## src/rtl/button_conditioner.sv

```systemverilog
// Pushbutton front end for the up/down counter: sync, debounce,
// hold-to-repeat and collision-dropping strobe arbitration.

module button_conditioner #(
  parameter int DEBOUNCE_CYCLES = 4,
  parameter int REPEAT_EN       = 1,
  parameter int REPEAT_DELAY    = 16,
  parameter int REPEAT_PERIOD   = 8
) (
  input  logic clk,
  input  logic rst,
  input  logic btn_up_n,
  input  logic btn_down_n,
  output logic count_up,
  output logic count_down,
  output logic up_held,
  output logic down_held
);

  localparam int MAX_A =
    (DEBOUNCE_CYCLES > REPEAT_DELAY) ?
    DEBOUNCE_CYCLES : REPEAT_DELAY;
  localparam int MAX_V =
    (MAX_A > REPEAT_PERIOD) ? MAX_A : REPEAT_PERIOD;
  localparam int CW = $clog2(MAX_V + 1);

  localparam logic [CW-1:0] DEB_V = CW'(DEBOUNCE_CYCLES);
  localparam logic [CW-1:0] DLY_V = CW'(REPEAT_DELAY);
  localparam logic [CW-1:0] PER_V = CW'(REPEAT_PERIOD);
  localparam logic [CW-1:0] ONE_V = CW'(1);

  typedef enum logic [1:0] {
    IDLE,
    DEB_PRESS,
    HELD,
    DEB_RELEASE
  } state_e;

  logic [1:0] btn_n;
  logic [1:0] req;
  logic [1:0] held;

  // bit 0 is the up channel, bit 1 the down channel
  assign btn_n = {btn_down_n, btn_up_n};

  for (genvar g = 0; g < 2; g++) begin : g_ch
    logic          sync1_q;
    logic          s_q;
    state_e        state_q;
    logic [CW-1:0] cnt_q;
    logic [CW-1:0] cnt_d;
    logic [CW-1:0] tmr_q;
    logic [CW-1:0] tmr_inc;
    logic [CW-1:0] tmr_d;
    logic          first_q;
    logic          first_d;
    logic          rep_hit;
    logic          req_q;
    logic          held_q;

    always_ff @(posedge clk) begin
      if (rst) begin
        sync1_q <= 1'b1;
        s_q     <= 1'b1;
      end else begin
        sync1_q <= btn_n[g];
        s_q     <= sync1_q;
      end
    end

    always_comb begin
      cnt_d   = (cnt_q == '1) ? cnt_q : cnt_q + 1'b1;
      tmr_inc = (tmr_q == '1) ? tmr_q : tmr_q + 1'b1;
      rep_hit = (tmr_inc == (first_q ? DLY_V : PER_V));
      tmr_d   = rep_hit ? '0 : tmr_inc;
      first_d = first_q & ~rep_hit;
    end

    // Repeat timer only advances on cycles that end in HELD, so
    // time spent in DEB_RELEASE stretches the repeat spacing.
    always_ff @(posedge clk) begin
      if (rst) begin
        state_q <= IDLE;
        cnt_q   <= '0;
        tmr_q   <= '0;
        first_q <= 1'b1;
        req_q   <= 1'b0;
        held_q  <= 1'b0;
      end else begin
        req_q <= 1'b0;
        unique case (state_q)
          IDLE: begin
            if (!s_q) begin
              state_q <= DEB_PRESS;
              cnt_q   <= ONE_V;
            end
          end
          DEB_PRESS: begin
            if (s_q) begin
              state_q <= IDLE;
              cnt_q   <= '0;
            end else if (cnt_q == DEB_V) begin
              state_q <= HELD;
              cnt_q   <= '0;
              tmr_q   <= '0;
              first_q <= 1'b1;
              req_q   <= 1'b1;
              held_q  <= 1'b1;
            end else begin
              cnt_q <= cnt_d;
            end
          end
          HELD: begin
            if (s_q) begin
              state_q <= DEB_RELEASE;
              cnt_q   <= ONE_V;
            end else if (REPEAT_EN != 0) begin
              tmr_q   <= tmr_d;
              first_q <= first_d;
              req_q   <= rep_hit;
            end
          end
          DEB_RELEASE: begin
            if (!s_q) begin
              state_q <= HELD;
              cnt_q   <= '0;
              if (REPEAT_EN != 0) begin
                tmr_q   <= tmr_d;
                first_q <= first_d;
                req_q   <= rep_hit;
              end
            end else if (cnt_q == DEB_V) begin
              state_q <= IDLE;
              cnt_q   <= '0;
              held_q  <= 1'b0;
            end else begin
              cnt_q <= cnt_d;
            end
          end
        endcase
      end
    end

    assign req[g]  = req_q;
    assign held[g] = held_q;
  end

  logic count_up_q;
  logic count_up_d;
  logic count_down_q;
  logic count_down_d;

  // Coincident requests are both dropped so the counter never
  // sees up and down together.
  always_comb begin
    count_up_d   = 1'b1;
    count_down_d = 1'b1;
    unique case (req)
      2'b01:   count_up_d   = 1'b0;
      2'b10:   count_down_d = 1'b0;
      default: ;
    endcase
  end

  always_ff @(posedge clk) begin
    if (rst) begin
      count_up_q   <= 1'b1;
      count_down_q <= 1'b1;
    end else begin
      count_up_q   <= count_up_d;
      count_down_q <= count_down_d;
    end
  end

  assign count_up   = count_up_q;
  assign count_down = count_down_q;
  assign up_held    = held[0];
  assign down_held  = held[1];

endmodule
```

## config.mk

```make
export PLATFORM = sky130hd
export DESIGN_NAME = button_conditioner
export DESIGN_NICKNAME = d
export VERILOG_FILES = /design/src/rtl/button_conditioner.sv
export SDC_FILE = /design/constraint.sdc
export NUM_CORES = 1
export LEC_CHECK = 0
export ABC_AREA = 1
export CAP_MARGIN = 20
export CORE_ASPECT_RATIO = 1.4
export CORE_UTILIZATION = 55
export CTS_BUF_LIST = sky130_fd_sc_hd__clkbuf_8 sky130_fd_sc_hd__clkbuf_16
export CTS_CLUSTER_SIZE = 12
export DETAILED_ROUTE_END_ITERATION = 8
export DONT_BUFFER_PORTS = 1
export PLACE_DENSITY = 0.7
export SETUP_SLACK_MARGIN = 0.3
export SYNTH_ARGS = -nofsm -noshare
export SYNTH_HDL_FRONTEND = slang
export SYNTH_SLANG_ARGS = --single-unit
```

## constraint.sdc

```tcl
create_clock -name clk -period 3.4 [get_ports clk]
set_input_delay 0.51 -clock clk [delete_from_list [all_inputs] [get_ports clk]]
set_output_delay 0.51 -clock clk [all_outputs]
set_load 0.1 [all_outputs]
```

== Word-level counts from Yosys, hierarchy flattened ==
Cells that the tools add are included.
Storage, ports and cells
  register bits: 36
  input bits: 4
  output and inout port bits: 4
  logic and storage cells: 142
Cells by class
  $add $sub $neg: 4
  equality and inequality tests: 34
  multiplexer cells: 66
  bitwise logic cells: 4
  reduce and logical (&&, ||, !) cells: 16
Operator list (number)
  $mux W5: 24
  $pmux W5 S4: 2
  $ne A2 B2 Y1 const B: 14
  $mux W2: 12
  $add A5 B1 Y5 const B: 4
  $eq A5 B5 Y1 const B: 4
  $pmux W5 S2: 2
  $mux W1: 18
  $pmux W2 S4: 2
  $reduce_and A4 Y1: 4
  $ne A3 B3 Y1 const B: 4
  $pmux W1 S2: 6
  $eq A2 B2 Y1 const B: 5
  $eq A5 B3 Y1 const B: 2
  $eq A5 B5 Y1: 2
  $reduce_and A5 Y1: 2
  $reduce_bool A2 Y1: 4
  $eq A2 B1 Y1 const B: 3
  $logic_not A2 Y1: 2
  $reduce_and A2 Y1: 2
  $reduce_or A2 Y1: 2
  $and A1 B1 Y1: 2
  $not A1 Y1: 2

== Logic depth before layout (Yosys ltp) ==
  depth after elaboration: 7
  gate-level depth with buffers: 9
  depth with buffers taken out: 9

== Worst setup path after synthesis ==
Ideal clock, no wire load.
  kind: reg-to-output
  from: register g_ch[1].held_q (netlist: down_held)
  to: output down_held
  arrival time: 0.925 ns
  data required time: 2.890 ns
  path slack: 1.965 ns
  cell stages (with the launch flop): 1
  buffers on the path: 0
  cells stage by stage: dfxtp_1
RTL lines
  start, declared: RTL line 59  | logic held_q;
  start signal, assigned: RTL line 88  | held_q <= 1'b0;
  start signal, assigned: RTL line 108  | held_q <= 1'b1;
  start signal, assigned: RTL line 135  | held_q <= 1'b0;
  end, declared: RTL line 17  | output logic down_held
No word-level cell between the ends.

== Worst setup path after layout ==
  from: register g_ch[1].held_q (netlist: down_held)
  to: output down_held
No word-level cell between the ends.

==> impl_metrics.toml <==
[timing]
max_slew_margin = 0.3592
timing.hold.ws_ps = 279.5
timing.fmax_mhz = 571.0
hold_viol = 0
tightest_slew_ps = 959.9
min_period_over_period = 0.5151
tns_ps = 0
finalMaxSlewViolations = 0
min_period_ps = 1751
setup_violations = 0
layout_setup_ws_ps = 1649
rsz0062_at_grt = "false"
skew_ps = 6.025

[floorplanning]
core_um2 = 3123
die_h_um = 69.86
start_util = 0.5793
die_w_um = 50.48
rows = 24
die-area_um2 = 3526
ioPinCount = 8

[clock_network]
root_buffer = "clkbuf_8"
cts_buffers = 5
clk_latency_ps = 290
cts_tree = "yes"
numClockSinks = 36
clk_pin_slew_ps = 80
cts_resized = 0
post-cts-setup-buffers = 0
cts_max_level = 2
cts.path.max_buffers = 2
cts_hold_buf = 0

[logic_synthesis]
ys_ff_latch = 36
postSynthCellCount = 253
ys_warn_count = 0
synth_area_um2 = 1809
syn_nets = 263
yosys.cell_types.count = 26
seq_area_frac_synth = 0.3983
synth.avg_cell_area_um2 = 7.151

[route]
ant_nets = 0
drt-pass1-iter-count = 6
drc = 0
drt_wl_total_mm = 3.398
via_per_inst = 5.210
wire_per_inst_um = 11.52
num_vias = 1537
first_iter_violations = 51

[finish]
layout-drive-gt1-share = 0.1094
antennaDiodeCount = 0
final_area_um2 = 1933
area_growth_pct = 6.846
layout.cells.non_filler = 295
multi_input_area_um2 = 945.9
seqCellArea_um2 = 720.7
final_common_cell = "nand2_1"
final_cell_mix = "nand2_1 (58), dfxtp_1 (36), inv_1 (30)"
n_fill_cell = 288
nets = 265

[placed_design]
io_buffers = 0
dp_slack_ps = 1851
place_congestion = 0.8199
placed_cells = 287
dp_hpwl_mm = 2.387
dpl_cell_area_um2 = 1836

[global_route]
grt_pass1_vias = 1456
grt_util_all_layers = 0.2163
grt_max_degree = 27
grt_first_pass_wirelength_mm = 5.934
grt_overflow = 0
antenna_found_initial = 0

[worst_setup_path]
cp-start-kind = "flip-flop"
critPathKind = "flip-flop to output pin"
cp.arrival_ps = 1240
r2r-start = "g_ch[0].tmr_q[0]"
worstPathMaxFanout = 2
startpoint = "down_held"
required_ps = 2890
endpoint_kind = "output pin"

[power_and_ir_drop]
peakVddDrop_uv = 303.0
power_density_nw_per_um2 = 397.4
power.leakage_nw = 0.8204

[worst_hold_path]
min-delay-start = "rst"
hp-class = "input pin to flip-flop"

[flow_run]
drv_cap = 0

[run_status]
outcome = "completed"
[synthesized netlist by cell type, drive strengths merged]
library cell  number  area, um2
inv               32      120.1
nand3             22      110.1
clkbuf             4      15.01
nor2              21      88.83
and3               1      6.260
xnor2              2      17.52
dfxtp             36      720.7
ha                 6      75.07
nand2             61      236.5
nor4               1      6.260
or2                4      25.02
o21bai             1      7.510
xor2               2      17.52
buf                1      7.510
a21oi             28      143.9
nor3               4      20.02
nand4              7      73.82
a21boi             1      7.510
o21ai             19      110.1
[layout make-up]
class | count | area share
multi-input cells | 180 | 0.4893
inverters | 32 | 0.06214
clock inverters | 2 | 0.007767
clock buffers | 6 | 0.04272
flip-flops and latches | 36 | 0.3728
well taps | 39 | 0.02524
[power by group]
part	switching, mW	leakage, nW	internal [mW]
logic	0.0104	0.485	0.00621
clock network	0.158	0.0434	0.164
registers	0.00344	0.291	0.426
total	0.172	0.820	0.596
[worst paths after layout]
check | cells after the start | slack, ps | to
hold / removal | 1 | 280 | g_ch[1].cnt_q[2]
setup reg to reg | 8 | 1850 | g_ch[0].first_q
hold reg to reg | 1 | 410 | count_down
setup / recovery | 0 | 1650 | down_held
[metal layers]
| metal | GRT usage | vias up | wire (um) |
|---|---|---|---|
| met5 | 0 | - | 0 |
| met4 | 0.06481 | 0 | 51 |
| met3 | 0.06100 | 7 | 83 |
| met2 | 0.3911 | 15 | 1721 |
| met1 | 0.2376 | 688 | 1541 |
| li1 | - | 827 | - |
[cells by family after synthesis]
logic type | after synthesis | share of synthesized area
AO/OA/AOI/OAI | 49 | 0.1487
adder cells (fa/ha/maj) | 6 | 0.04149
buffers and inverters | 37 | 0.07884
flip-flops | 36 | 0.3983
XOR/XNOR | 4 | 0.01937
AND/OR/NAND/NOR | 121 | 0.3133
[through the flow]
step	util	total power, mW
4_1_cts	0.6190	0.7735
3_5_place_dp	0.5877	0.4557
2_1_floorplan	-	0.4558
6_report	0.6190	0.7683
5_1_grt	0.6190	0.7974
3_3_place_gp	0.5877	0.4555
[sequential cells by signal (all words and copies together) (netlist names), named ones only]
name	count
down_held	1
up_held	1
g_ch.s_q	2
g_ch.state_q	2
count_up	1
count_down	1
g_ch.first_q	2
g_ch.cnt_q	10
g_ch.tmr_q	10
g_ch.sync1_q	2
g_ch.req_q	2
No activity file was read; power rests on OpenSTA's default activity.
